[src/rtl/mem_arbiter.sv]
// Round-robin arbiter sharing one single-port memory between the fetch and load/store ports.
// Each access spends MEM_LAT cycles in BUSY and is acknowledged for one RESP cycle.
module mem_arbiter #(
    parameter int unsigned ADDR_W  = 9,
    parameter int unsigned DATA_W  = 32,
    parameter int unsigned MEM_LAT = 2
) (
    input  logic              clk,
    input  logic              reset,
    input  logic              if_req,
    input  logic [ADDR_W-1:0] if_addr,
    output logic [DATA_W-1:0] if_rdata,
    output logic              if_ack,
    input  logic              d_req,
    input  logic              d_we,
    input  logic [ADDR_W-1:0] d_addr,
    input  logic [DATA_W-1:0] d_wdata,
    output logic [DATA_W-1:0] d_rdata,
    output logic              d_ack,
    output logic              mem_en,
    output logic              mem_we,
    output logic [ADDR_W-1:0] mem_addr,
    output logic [DATA_W-1:0] mem_wdata,
    input  logic [DATA_W-1:0] mem_rdata,
    output logic              stall
);
    localparam int unsigned      CNT_W    = 4;
    localparam logic [CNT_W-1:0] CNT_LOAD = CNT_W'(MEM_LAT - 1);

    typedef enum logic [1:0] {
        IDLE = 2'd0,
        BUSY = 2'd1,
        RESP = 2'd2
    } state_e;

    state_e             state_q, state_d;
    logic [CNT_W-1:0]   cnt_q, cnt_d;
    logic               gnt_q, gnt_d;
    logic               last_gnt_q, last_gnt_d;
    logic [DATA_W-1:0]  if_rdata_q, if_rdata_d;
    logic [DATA_W-1:0]  d_rdata_q, d_rdata_d;
    logic               if_ack_q, if_ack_d;
    logic               d_ack_q, d_ack_d;
    logic               mem_en_q, mem_en_d;
    logic               mem_we_q, mem_we_d;
    logic [ADDR_W-1:0]  mem_addr_q, mem_addr_d;
    logic [DATA_W-1:0]  mem_wdata_q, mem_wdata_d;

    logic               elig_if, elig_d, grant_sel;

    always_ff @(posedge clk or negedge reset) begin
        if (!reset) begin
            state_q     <= IDLE;
            cnt_q       <= '0;
            gnt_q       <= 1'b0;
            last_gnt_q  <= 1'b0;
            if_rdata_q  <= '0;
            d_rdata_q   <= '0;
            if_ack_q    <= 1'b0;
            d_ack_q     <= 1'b0;
            mem_en_q    <= 1'b0;
            mem_we_q    <= 1'b0;
            mem_addr_q  <= '0;
            mem_wdata_q <= '0;
        end else begin
            state_q     <= state_d;
            cnt_q       <= cnt_d;
            gnt_q       <= gnt_d;
            last_gnt_q  <= last_gnt_d;
            if_rdata_q  <= if_rdata_d;
            d_rdata_q   <= d_rdata_d;
            if_ack_q    <= if_ack_d;
            d_ack_q     <= d_ack_d;
            mem_en_q    <= mem_en_d;
            mem_we_q    <= mem_we_d;
            mem_addr_q  <= mem_addr_d;
            mem_wdata_q <= mem_wdata_d;
        end
    end

    always_comb begin
        state_d     = state_q;
        cnt_d       = cnt_q;
        gnt_d       = gnt_q;
        last_gnt_d  = last_gnt_q;
        if_rdata_d  = if_rdata_q;
        d_rdata_d   = d_rdata_q;
        mem_en_d    = 1'b0;
        mem_we_d    = 1'b0;
        mem_addr_d  = '0;
        mem_wdata_d = '0;
        if_ack_d    = 1'b0;
        d_ack_d     = 1'b0;

        // The port being acknowledged in RESP sits out this arbitration round.
        elig_if = if_req;
        elig_d  = d_req;
        if (state_q == RESP) begin
            elig_if = if_req & gnt_q;
            elig_d  = d_req & ~gnt_q;
        end
        grant_sel = (elig_if && elig_d) ? ~last_gnt_q : elig_d;

        case (state_q)
            IDLE, RESP: begin
                if (elig_if || elig_d) begin
                    state_d    = BUSY;
                    gnt_d      = grant_sel;
                    last_gnt_d = grant_sel;
                    cnt_d      = CNT_LOAD;
                end else begin
                    state_d = IDLE;
                end
            end
            BUSY: begin
                if (cnt_q == '0) begin
                    state_d = RESP;
                    if (!gnt_q) begin
                        if_rdata_d = mem_rdata;
                    end else if (!d_we) begin
                        d_rdata_d = mem_rdata;
                    end
                end else begin
                    cnt_d = cnt_q - CNT_W'(1);
                end
            end
            default: state_d = IDLE;
        endcase

        // Memory strobes and acks are registered from the next state.
        mem_en_d = (state_d == BUSY);
        if (mem_en_d) begin
            if (gnt_d) begin
                mem_we_d    = d_we;
                mem_addr_d  = d_addr;
                mem_wdata_d = d_wdata;
            end else begin
                mem_addr_d  = if_addr;
            end
        end
        if_ack_d = (state_d == RESP) && !gnt_d;
        d_ack_d  = (state_d == RESP) && gnt_d;
    end

    assign if_rdata  = if_rdata_q;
    assign d_rdata   = d_rdata_q;
    assign if_ack    = if_ack_q;
    assign d_ack     = d_ack_q;
    assign mem_en    = mem_en_q;
    assign mem_we    = mem_we_q;
    assign mem_addr  = mem_addr_q;
    assign mem_wdata = mem_wdata_q;
    assign stall     = (if_req & ~if_ack_q) | (d_req & ~d_ack_q);

endmodule

[config.mk]
export PLATFORM = sky130hd
export DESIGN_NAME = mem_arbiter
export DESIGN_NICKNAME = d
export VERILOG_FILES = /design/src/rtl/mem_arbiter.sv
export SDC_FILE = /design/constraint.sdc
export NUM_CORES = 1
export LEC_CHECK = 0
export CELL_PAD_IN_SITES_DETAIL_PLACEMENT = 1
export CELL_PAD_IN_SITES_GLOBAL_PLACEMENT = 1
export CORE_ASPECT_RATIO = 0.6
export CORE_MARGIN = 1
export CORE_UTILIZATION = 36
export CTS_BUF_LIST = sky130_fd_sc_hd__clkbuf_4 sky130_fd_sc_hd__clkbuf_8
export CTS_CLUSTER_DIAMETER = 100
export DETAILED_ROUTE_END_ITERATION = 10
export GPL_ROUTABILITY_DRIVEN = 0
export PLACE_DENSITY = 0.95
export SETUP_SLACK_MARGIN = 0.4
export SYNTH_ARGS = -nofsm -noshare
export SYNTH_HDL_FRONTEND = slang
export SYNTH_SLANG_ARGS = --single-unit
[constraint.sdc]
create_clock -name clk -period 5.06 [get_ports clk]
set_clock_uncertainty 0.15 [all_clocks]
set_input_delay 0.759 -clock clk [delete_from_list [all_inputs] [get_ports clk]]
set_output_delay 0.759 -clock clk [all_outputs]
set_load 0.02 [all_outputs]
==> results.ini, run 1 <==
[global_route]
grt_pass1_vias=3632
grt_overflow_total=0
antenna_violations_before_repair=0
grt_usage_pct=21.82
wire_length_of_the_first_global_routing_pass_um=19890
grt_start_max_net_pins=70

[cells_and_area]
layout.nets=591
fraction_of_layout_cells_with_a_size_suffix_above_1_pct=20.74
insertedDiodeCount=0
layout-area-overhead-vs-synth_pct=57.74
multi_input_area_um2=1338
fillCellCount=1172
post_layout_nonfiller_instances=676
register_area_um2=2928

[synthesis]
async_reset_ff_share_pct=100.0
seq_area_frac_synth_pct=66.82
post_synth.cell_area_avg_um2=14.61
ys.warnings.count=0
synth_edf_count=0
synth_cells=300
yosysUniqueCellTypes=31
synth_nets=388
ys_ff_latch=117
yosys_most_used_dff=sky130_fd_sc_hd__dfrtp_1
cell_area_after_synthesis_um2=4382

[sta]
rsz0062_at_grt=false
relSlewSlack_pct=23.68
slew_viols_final=0
timing.fmax_ghz=0.3249
worst-slew-pin-transition_ps=1141
finalSetupTns_ps=0
fin_crit_sh_pct=60.82
final_hold_fails=0
timing.final.crit_period_ps=3077
finish_stage_setup_viols=0

[route]
met1_length_um=5145
met2WireLength_um=6631
route.detailed.drc=0
firstDrtPassIters=4
routed.top_layer=met4
route.vias.total=3182
met3_routed_wl_um=1014
via_per_inst=4.707
postRouteAntennaNets=0
detail_route.wirelength_um=12870
routedWlPerCell_um=19.04
drtIter0Drc=90

[floorplanning]
fp-row-count=30
floorplan.io_pins=197
core-area_um2=11560
die-area_um2=12630
chipHeight_um=87.46
initial_utilization_pct=37.90
floorplan.die.width_um=144.4

[clock_tree]
clock_sinks=117
postCtsSetupRepairBufs=0
cts-hold-fix-buffers=0
clkLatencyLatePin_ps=410
clock_tree.root_cell=sky130_fd_sc_hd__clkbuf_8
cts-resized-gates=0
cts_buffer_count=17
cts.htree.levels=4
cts_buffer_depth=2
cts_tree=yes
clock_transition_at_the_registers_of_the_reported_paths_ps=70

[critical_path]
start_kind=primary input
worstPathArrival_ps=3220
worstPathMaxFanout=33
worst_ep_required_time_ps=5210
worstSetupPathType=in2reg
endpoint_kind=flip-flop

[run_status]
status=completed

[flow_run]
cap_viol_max_count=0

[power_and_ir_drop]
largest_vdd_supply_drop_uv=302.3
leakage_nw=3.028
power.density_cell_area_nw_per_um2=689.4

[placed_design]
hpwlAfterDp_um=9309
port-buffer-count=196
numPlacedInstances=644

[hold_path]
hold_class=in2async

registers in the layout (all words and copies together) (netlist names):
register    cells
d_ack           1
mem_wdata      32
d_rdata        32
mem_en          1
if_ack          1
cnt_q           4
mem_addr        9
gnt_q           1
mem_we          1
if_rdata       32
state_q         2
last_gnt_q      1
path summary, 6_finish.rpt:
path                                          from                       end  slack [ps]  cells past startpoint
min in group clk           d_rdata[20]$_DFFE_PN0P_   d_rdata[20]$_DFFE_PN0P_         360                      1
max in group asynchronous                    reset  if_rdata[28]$_DFFE_PN0P_        3260                      2
max                                          d_req  if_rdata[16]$_DFFE_PN0P_        1980                      5
min reg2reg                d_rdata[20]$_DFFE_PN0P_   d_rdata[20]$_DFFE_PN0P_         360                      1
max reg2reg                   state_q[1]$_DFF_PN0_  if_rdata[16]$_DFFE_PN0P_        2230                      4
min                                          reset   mem_wdata[16]$_DFF_PN0_         290                      1
final cells by class:
type	count	area share (%)
clock buffer	20	3.892
clock inverter	12	2.552
inverter	7	0.3802
multi-input combinational	162	19.35
sequential	117	42.36
tap	160	2.896
timing repair buffer	198	28.57
power by group:
| group | leakage (nW) | internal [mW] | total (mW) | switching (mW) |
|---|---|---|---|---|
| registers | 1.47 | 1.36 | 1.58 | 0.217 |
| logic | 1.34 | 1.10 | 2.23 | 1.13 |
| clock network | 0.211 | 0.568 | 0.952 | 0.383 |
| total | 3.03 | 3.04 | 4.76 | 1.73 |
cell usage in the layout (no fill, tap or decap), types with 2 or more instances in the layout:
master / n
sky130_fd_sc_hd__o21ai_0: 10
sky130_fd_sc_hd__nand3_1: 12
sky130_fd_sc_hd__nor2_1: 8
sky130_fd_sc_hd__a21oi_1: 11
sky130_fd_sc_hd__mux2_2: 64
sky130_fd_sc_hd__clkinv_2: 2
sky130_fd_sc_hd__xor2_1: 2
sky130_fd_sc_hd__and2_1: 33
sky130_fd_sc_hd__clkdlybuf4s50_1: 195
sky130_fd_sc_hd__nor2b_1: 2
sky130_fd_sc_hd__nand2b_1: 2
sky130_fd_sc_hd__bufinv_16: 4
sky130_fd_sc_hd__dfrtp_1: 117
sky130_fd_sc_hd__clkbuf_8: 19
sky130_fd_sc_hd__nand2_1: 2
sky130_fd_sc_hd__inv_1: 7
sky130_fd_sc_hd__buf_4: 3
sky130_fd_sc_hd__clkinvlp_4: 5
stage by stage:
step / utilization (%) / instance area, um^2 / power, mW / setup slack [ps] / hold slack, ps
floorplan: - / 4382 / 2.703 / 2923 / 313.4
global placement: 55.93 / 6466 / 3.722 / 1756 / 336.0
detailed placement: 55.93 / 6466 / 3.845 / 1532 / 343.3
CTS: 59.78 / 6912 / 4.828 / 1986 / 311.1
global route: 59.78 / 6912 / 5.023 / 1848 / 339.4
finish: 59.78 / 6912 / 4.765 / 1983 / 285.8
metal layers:
| layer | track usage (%) | up-vias |
|---|---|---|
| met5 | 0 | - |
| li1 | - | 1429 |
| met2 | 38.85 | 133 |
| met4 | 4.785 | 0 |
| met1 | 25.17 | 1611 |
| met3 | 7.971 | 9 |
worst max-delay path: stages:
cell and delay [ps]:
sky130_fd_sc_hd__clkdlybuf4s50_1 580, sky130_fd_sc_hd__nor2b_1 250, sky130_fd_sc_hd__nor2_1 230, sky130_fd_sc_hd__o21ai_4 950, sky130_fd_sc_hd__mux2_2 440
Yosys cell counts, types with 2 or more instances:
cell                       number  area, um^2
sky130_fd_sc_hd__nand2b_1       2       12.51
sky130_fd_sc_hd__nor2b_1        2       12.51
sky130_fd_sc_hd__nand2_1        2       7.510
sky130_fd_sc_hd__o21ai_0       10       50.05
sky130_fd_sc_hd__nor2_1         8       30.03
sky130_fd_sc_hd__clkbuf_1       7       26.28
sky130_fd_sc_hd__a21oi_1       11       55.05
sky130_fd_sc_hd__buf_6          6       67.56
sky130_fd_sc_hd__nand3_1       12       60.06
sky130_fd_sc_hd__mux2_2        64       720.7
sky130_fd_sc_hd__dfrtp_1      117        2928
sky130_fd_sc_hd__and2_1        33       206.5
sky130_fd_sc_hd__inv_1          7       26.28
sky130_fd_sc_hd__xor2_1         2       17.52
kinds of logic (layout without fill, tap and decap cells):
family | Yosys count | in the layout | synth area share, %
AOI/OAI and AO/OA | 29 | 29 | 3.912
xor gates and xnor gates | 2 | 2 | 0.3998
adders and majority gates | 1 | 1 | 0.2855
buffers and inverters | 21 | 237 | 2.827
DFF | 117 | 117 | 66.82
muxes | 65 | 65 | 16.68
and+or+nand+nor | 65 | 65 | 9.081
Power figures use the tool's default switching activity.
==> run 2, diff against run 1 <==
--- a/config.mk
+++ b/config.mk
@@ -9,12 +9,12 @@
 export CELL_PAD_IN_SITES_GLOBAL_PLACEMENT = 1
 export CORE_ASPECT_RATIO = 0.6
 export CORE_MARGIN = 1
-export CORE_UTILIZATION = 36
+export CORE_UTILIZATION = 33
 export CTS_BUF_LIST = sky130_fd_sc_hd__clkbuf_4 sky130_fd_sc_hd__clkbuf_8
 export CTS_CLUSTER_DIAMETER = 100
 export DETAILED_ROUTE_END_ITERATION = 10
 export GPL_ROUTABILITY_DRIVEN = 0
-export PLACE_DENSITY = 0.95
+export PLACE_DENSITY = 0.91
 export SETUP_SLACK_MARGIN = 0.4
 export SYNTH_ARGS = -nofsm -noshare
 export SYNTH_HDL_FRONTEND = slang
==> constraint.sdc (replaced) <==
create_clock -name clk -period 3 [get_ports clk]
set_clock_uncertainty 0.15 [all_clocks]
set_input_delay 0.45 -clock clk [delete_from_list [all_inputs] [get_ports clk]]
set_output_delay 0.45 -clock clk [all_outputs]
set_load 0.02 [all_outputs]
==> run 2 against run 1 <==
  * Final cell count increased by 2.1%
  * Sequential power up 69%
  * Die area rose by 8.9%
  * The run now ends with design-rule violations left
  * Critical path depth is 2 higher
  * Cell area is 0.31% higher
  * Largest cell class unchanged
  * Register-to-register slack got worse by 1700 ps
  * Total power rose by 65%
  * Largest power group unchanged
==> results.ini, run 2 (synthesized netlist as in run 1, its figures left out) <==
[critical_path]
worstPathArrival_ps=2610  ; -610 ps
start_kind=flip-flop
endpoint_kind=flip-flop
max_stage_delay_ps=430  ; -520 ps
crit_chain=inv_1 -> ha_1 -> or3b_4 -> nor3b_4 -> nand3b_4 -> buf_4 -> mux2_2
worstPathMaxFanout=32  ; -3.0%
critical_path_buf_inv_count=2  ; +1
crit_family=simple AND/OR/NAND/NOR gates
worstSetupPathType=reg2reg
critical_path.slowest_cell=sky130_fd_sc_hd__or3b_4
worst_ep_required_time_ps=3150  ; -2060 ps

[global_route]
grt_usage_pct=18.99  ; -2.8 points
antenna_violations_before_repair=0  ; unchanged
gr-max-usage-layer=met2
grt_pass1_vias=3635  ; +0.083%
grt.met1_usage_pct=22.77  ; -2.4 points
grt.met3_usage_pct=7.638  ; -0.33 points
wire_length_of_the_first_global_routing_pass_um=19520  ; -1.8%
grt_start_max_net_pins=98  ; +40%
gr_layer_usage_met2_pct=31.27  ; -7.6 points
grt_overflow_total=0  ; unchanged

[route]
route.vias.total=3217  ; +1.1%
drtIter0Drc=94  ; +4.4%
via_per_inst=4.662  ; -0.95%
detail_route.wirelength_um=12300  ; -4.5%
route.detailed.drc=2  ; +2
postRouteAntennaNets=0  ; unchanged
firstDrtPassIters=9  ; +5
routedWlPerCell_um=17.82  ; -6.4%

[floorplanning]
fp-row-count=32  ; +6.7%
floorplan.io_pins=197  ; unchanged
floorplan.die.width_um=150.8  ; +4.4%
core-area_um2=12890  ; +12%
die-area_um2=13760  ; +8.9%
initial_utilization_pct=33.99  ; -3.9 points
chipHeight_um=91.26  ; +4.3%

[clock_tree]
cts_buffer_depth=2  ; unchanged
postCtsSetupRepairBufs=0  ; unchanged
cts_buffer_count=17  ; unchanged
cts.htree.levels=4  ; unchanged
clock_sinks=117  ; unchanged
clock_tree.root_cell=sky130_fd_sc_hd__clkbuf_8
clkLatencyLatePin_ps=410  ; about the same
clock_transition_at_the_registers_of_the_reported_paths_ps=80  ; about the same
cts_tree=yes

[cells_and_area]
post-route-util_pct=53.78  ; -6.0 points
layout.nets=595  ; +0.68%
final_cell_mix=sky130_fd_sc_hd__clkdlybuf4s50_1, sky130_fd_sc_hd__dfrtp_1, sky130_fd_sc_hd__mux2_2
fraction_of_layout_cells_with_a_size_suffix_above_1_pct=21.15  ; +0.42 points
most_common_library_cell_in_the_layout_ignoring_fill_and_taps=sky130_fd_sc_hd__clkdlybuf4s50_1
layout-area-overhead-vs-synth_pct=58.22
fillCellCount=1306  ; +11%
insertedDiodeCount=0  ; unchanged

[flow_run]
cap_viol_max_count=0  ; unchanged

[sta]
timing.fmax_ghz=0.4056
finish_stage_setup_viols=0  ; unchanged
fin_crit_sh_pct=82.18
relSlewSlack_pct=34.43  ; +11 points
slew_viols_final=0  ; unchanged
timing.final.crit_period_ps=2466
worst-slew-pin-transition_ps=983.6  ; -157.0 ps
rsz0062_at_grt=false
finalSetupTns_ps=0  ; unchanged
final_hold_fails=0  ; unchanged
final.hold.worst_slack_ps=319.5  ; +33.65 ps

[run_status]
status=finished, violations left
violations=design-rule violations

[placed_design]
port-buffer-count=196  ; unchanged
hpwlAfterDp_um=8913  ; -4.3%

[power_and_ir_drop]
report.power.total_mw=7.847  ; +65%
power.density_cell_area_nw_per_um2=1132  ; +64%
largest_vdd_supply_drop_uv=494.8  ; +64%
leakage_nw=3.042  ; +0.47%

[hold_path]
hold_class=in2async

==> run 2: path summary, 6_finish.rpt <==
check | start | end | slack, ps | cells past startpoint
worst max register to register | cnt_q[0]$_DFFE_PN0P_ | d_rdata[5]$_DFFE_PN0P_ | 530 | 7
worst min-delay path | reset | if_rdata[3]$_DFFE_PN0P_ | 320 | 2
max in group asynchronous | reset | mem_wdata[6]$_DFF_PN0_ | 1560 | 3
worst max-delay path | cnt_q[0]$_DFFE_PN0P_ | d_rdata[5]$_DFFE_PN0P_ | 530 | 7
worst min register to register | if_rdata[26]$_DFFE_PN0P_ | if_rdata[26]$_DFFE_PN0P_ | 350 | 1
min in group clk | if_rdata[26]$_DFFE_PN0P_ | if_rdata[26]$_DFFE_PN0P_ | 350 | 1
==> run 2: power by group <==
group / internal (mW) / switching [mW] / total [mW]
combinational: 1.88 / 1.88 / 3.76
clock: 0.776 / 0.641 / 1.42
sequential: 2.30 / 0.366 / 2.67
total: 4.96 / 2.89 / 7.85
==> run 2: final cells by class <==
cell class	count	area (um^2)	area share, %
flip-flops and latches	117	2928	42.23
repair buffers	202	2034	29.34
multi-input cells	162	1338	19.29
clock buffers	20	262.8	3.790
well taps	170	212.7	3.068
clock inverters	12	131.4	1.895
inverters	7	26.28	0.3790
==> run 2: what timing repair did <==
action | 4_1_cts | 5_1_grt
setup endpoints to repair | 0 | 1
gates resized for setup | 0 | 1
hold buffers | 1 | 0
endpoints found under the hold margin | 20 | 0
==> run 2: layer usage <==
| metal | share of wire, % | vias up |
|---|---|---|
| met5 | 0 | - |
| met4 | 0.87 | 0 |
| met3 | 8.4 | 11 |
| met2 | 49 | 127 |
| met1 | 42 | 1639 |
| li1 | - | 1440 |
==> run 2: stage by stage <==
step / cells / instance area [um^2] / setup slack, ps
after floorplan: 300 / 4382 / 863.0
after global placement: 657 / 6526 / 372.3
after detailed placement: 657 / 6526 / 280.2
after CTS: 690 / 6930 / 447.7
after global routing: 690 / 6933 / 421.1
final: 690 / 6933 / 534.5
==> RTL edit (config.mk and constraints of run 2) <==
Take the reset off `d_rdata_q` and load it in a clocked block of its own.
--- a/src/rtl/mem_arbiter.sv
+++ b/src/rtl/mem_arbiter.sv
@@ -57,3 +57,2 @@
             if_rdata_q  <= '0;
-            d_rdata_q   <= '0;
             if_ack_q    <= 1'b0;
@@ -70,3 +69,2 @@
             if_rdata_q  <= if_rdata_d;
-            d_rdata_q   <= d_rdata_d;
             if_ack_q    <= if_ack_d;
@@ -78,2 +76,6 @@
         end
+    end
+
+    always_ff @(posedge clk) begin
+        d_rdata_q <= d_rdata_d;
     end
Formal check against the unedited RTL: differs if reset is asserted again (counterexample within 4 cycles, from zero or initial values and one cycle with reset low); with reset held inactive, the same outputs for 10 cycles.
==> RTL edit against run 2 <==
Combinational power decreased by 18%. Final cell count decreased by 5.1%. Sequential cell count unchanged. Wire length increased by 2.7%. Design area decreased by 0.54%. Setup slack improved by 0.040 ns. Synthesized area decreased by 1.4%. Total power decreased by 6.7%.
==> RTL edit: results (changes against run 2) <==
- Leakage dissipation: 2.96 nW (-2.8%)
- Worst setup endpoint: stall
- First-pass GRT wire length: 19.4 mm (-0.46%)
- Met2 usage: 32.9% (+1.7 points)
- Wire length on met3: 869 um (-16%)
- CP max FO: 6 (-81%)
- Share of total power in sequential cells: 34.2% (+0.2 points)
- Non-clock buffers, area share: 29.3% (-0.094 points)
- Syn Nets: 356 (-8.2%)
- Clock buffers: 18 (-10%)
- R2r setup slk: 0.82 ns (+0.29 ns)
- Status: finished, final reports clean
- Synth Area in XOR/XNOR: 0.405% (+0.0056 points)
- Layout clock area frac: 6.80% (+1.1 points)
- Reg2reg end: mem_wdata[18]
- #MultiIn Comb: 131 (-19%)
- Initial DRC count: 125 (+33%)
- Worst Tran Pin Value: 1.09 ns (+0.108 ns)
- Storage cell area: 3090 um^2 (+5.5%)
- Largest net degree at the start of global routing: 86 (-12%)
- Fraction of area in multi-input gates: 15.7% (-3.6 points)
- Total Wirelength: 12.6 mm (+2.7%)
- Multiplexer area fraction after synthesis: 11.1% (-5.6 points)
- Sequential share of the synthesized area: 71.5% (+4.6 points)
- Commonest cells post-synth: dfrtp_1 (85), and2_1 (33), edfxtp_1 (32), mux2_4 (29), nand3_1 (13)
- Hold crit path type: in2async
- Met3 GRT Util: 6.46% (-1.2 points)
- Number of global-route vias before repair: 3,291 (-9.5%)
- Nets: 565 (-5.0%)
- Later-pin clock latency in the skew report: roughly 0.42 ns
- Share of cells above drive strength 1: 15.9% (-5.2 points)
- Asr flop ratio synth: 72.6% (-27 points)
- Port-buffer cells: 196 (unchanged)
- Count of cell types in the netlist: 35 (+13%)
- DP HPWL: 8.92 mm (about the same)
- Worst Setup SP: d_req
- Metal-1 WL: 5.34 mm (+3.5%)
- Clk. pwr: 1.71 mW (+20%)
- First drt pass iteration count: 4 (-5)
- Post-synth EDFFs: 32 (+32)
- CP Data Arrival Time: 1.83 ns (-0.78 ns)
- Compound-Gate Fraction of Synth Area: 4.11% (+0.20 points)
- # diodes: 0 (unchanged)
- Adder-Cell Fraction of Synth Area: 0.290% (+0.0040 points)
- Via count: 2,989 (-7.1%)
- Worst IR drop on VDD: 0.431 mV (-13%)
- Met1 Track Usage GR: 24.1% (+1.3 points)
- Filler cell count in the final layout: 1,200 (-8.1%)
-- RTL edit: through the flow --
stage / area, um^2 / hold slack, ns / power (mW) / setup slack [ns] / cells
final: 6900 / 0.0754 / 7.32 / 0.575 / 655
after global routing: 6900 / 0.155 / 7.68 / 0.516 / 655
after CTS: 6890 / 0.105 / 7.41 / 0.556 / 655
after detailed placement: 6420 / 0.347 / 5.64 / 0.438 / 623
after global placement: 6420 / 0.339 / 5.48 / 0.499 / 623
after floorplan: 4330 / 0.00441 / 4.22 / 0.695 / 268
-- RTL edit: what timing repair did --
action | CTS | global route
setup buffers | 0 | 0
gates resized for setup | 0 | 1
endpoints found under the setup margin | 0 | 1
-- RTL edit: critical path, stage by stage --
cell and delay, ns:
clkdlybuf4s50_1 0.57, inv_1 0.07, o22ai_1 0.11, clkdlybuf4s50_1 0.63
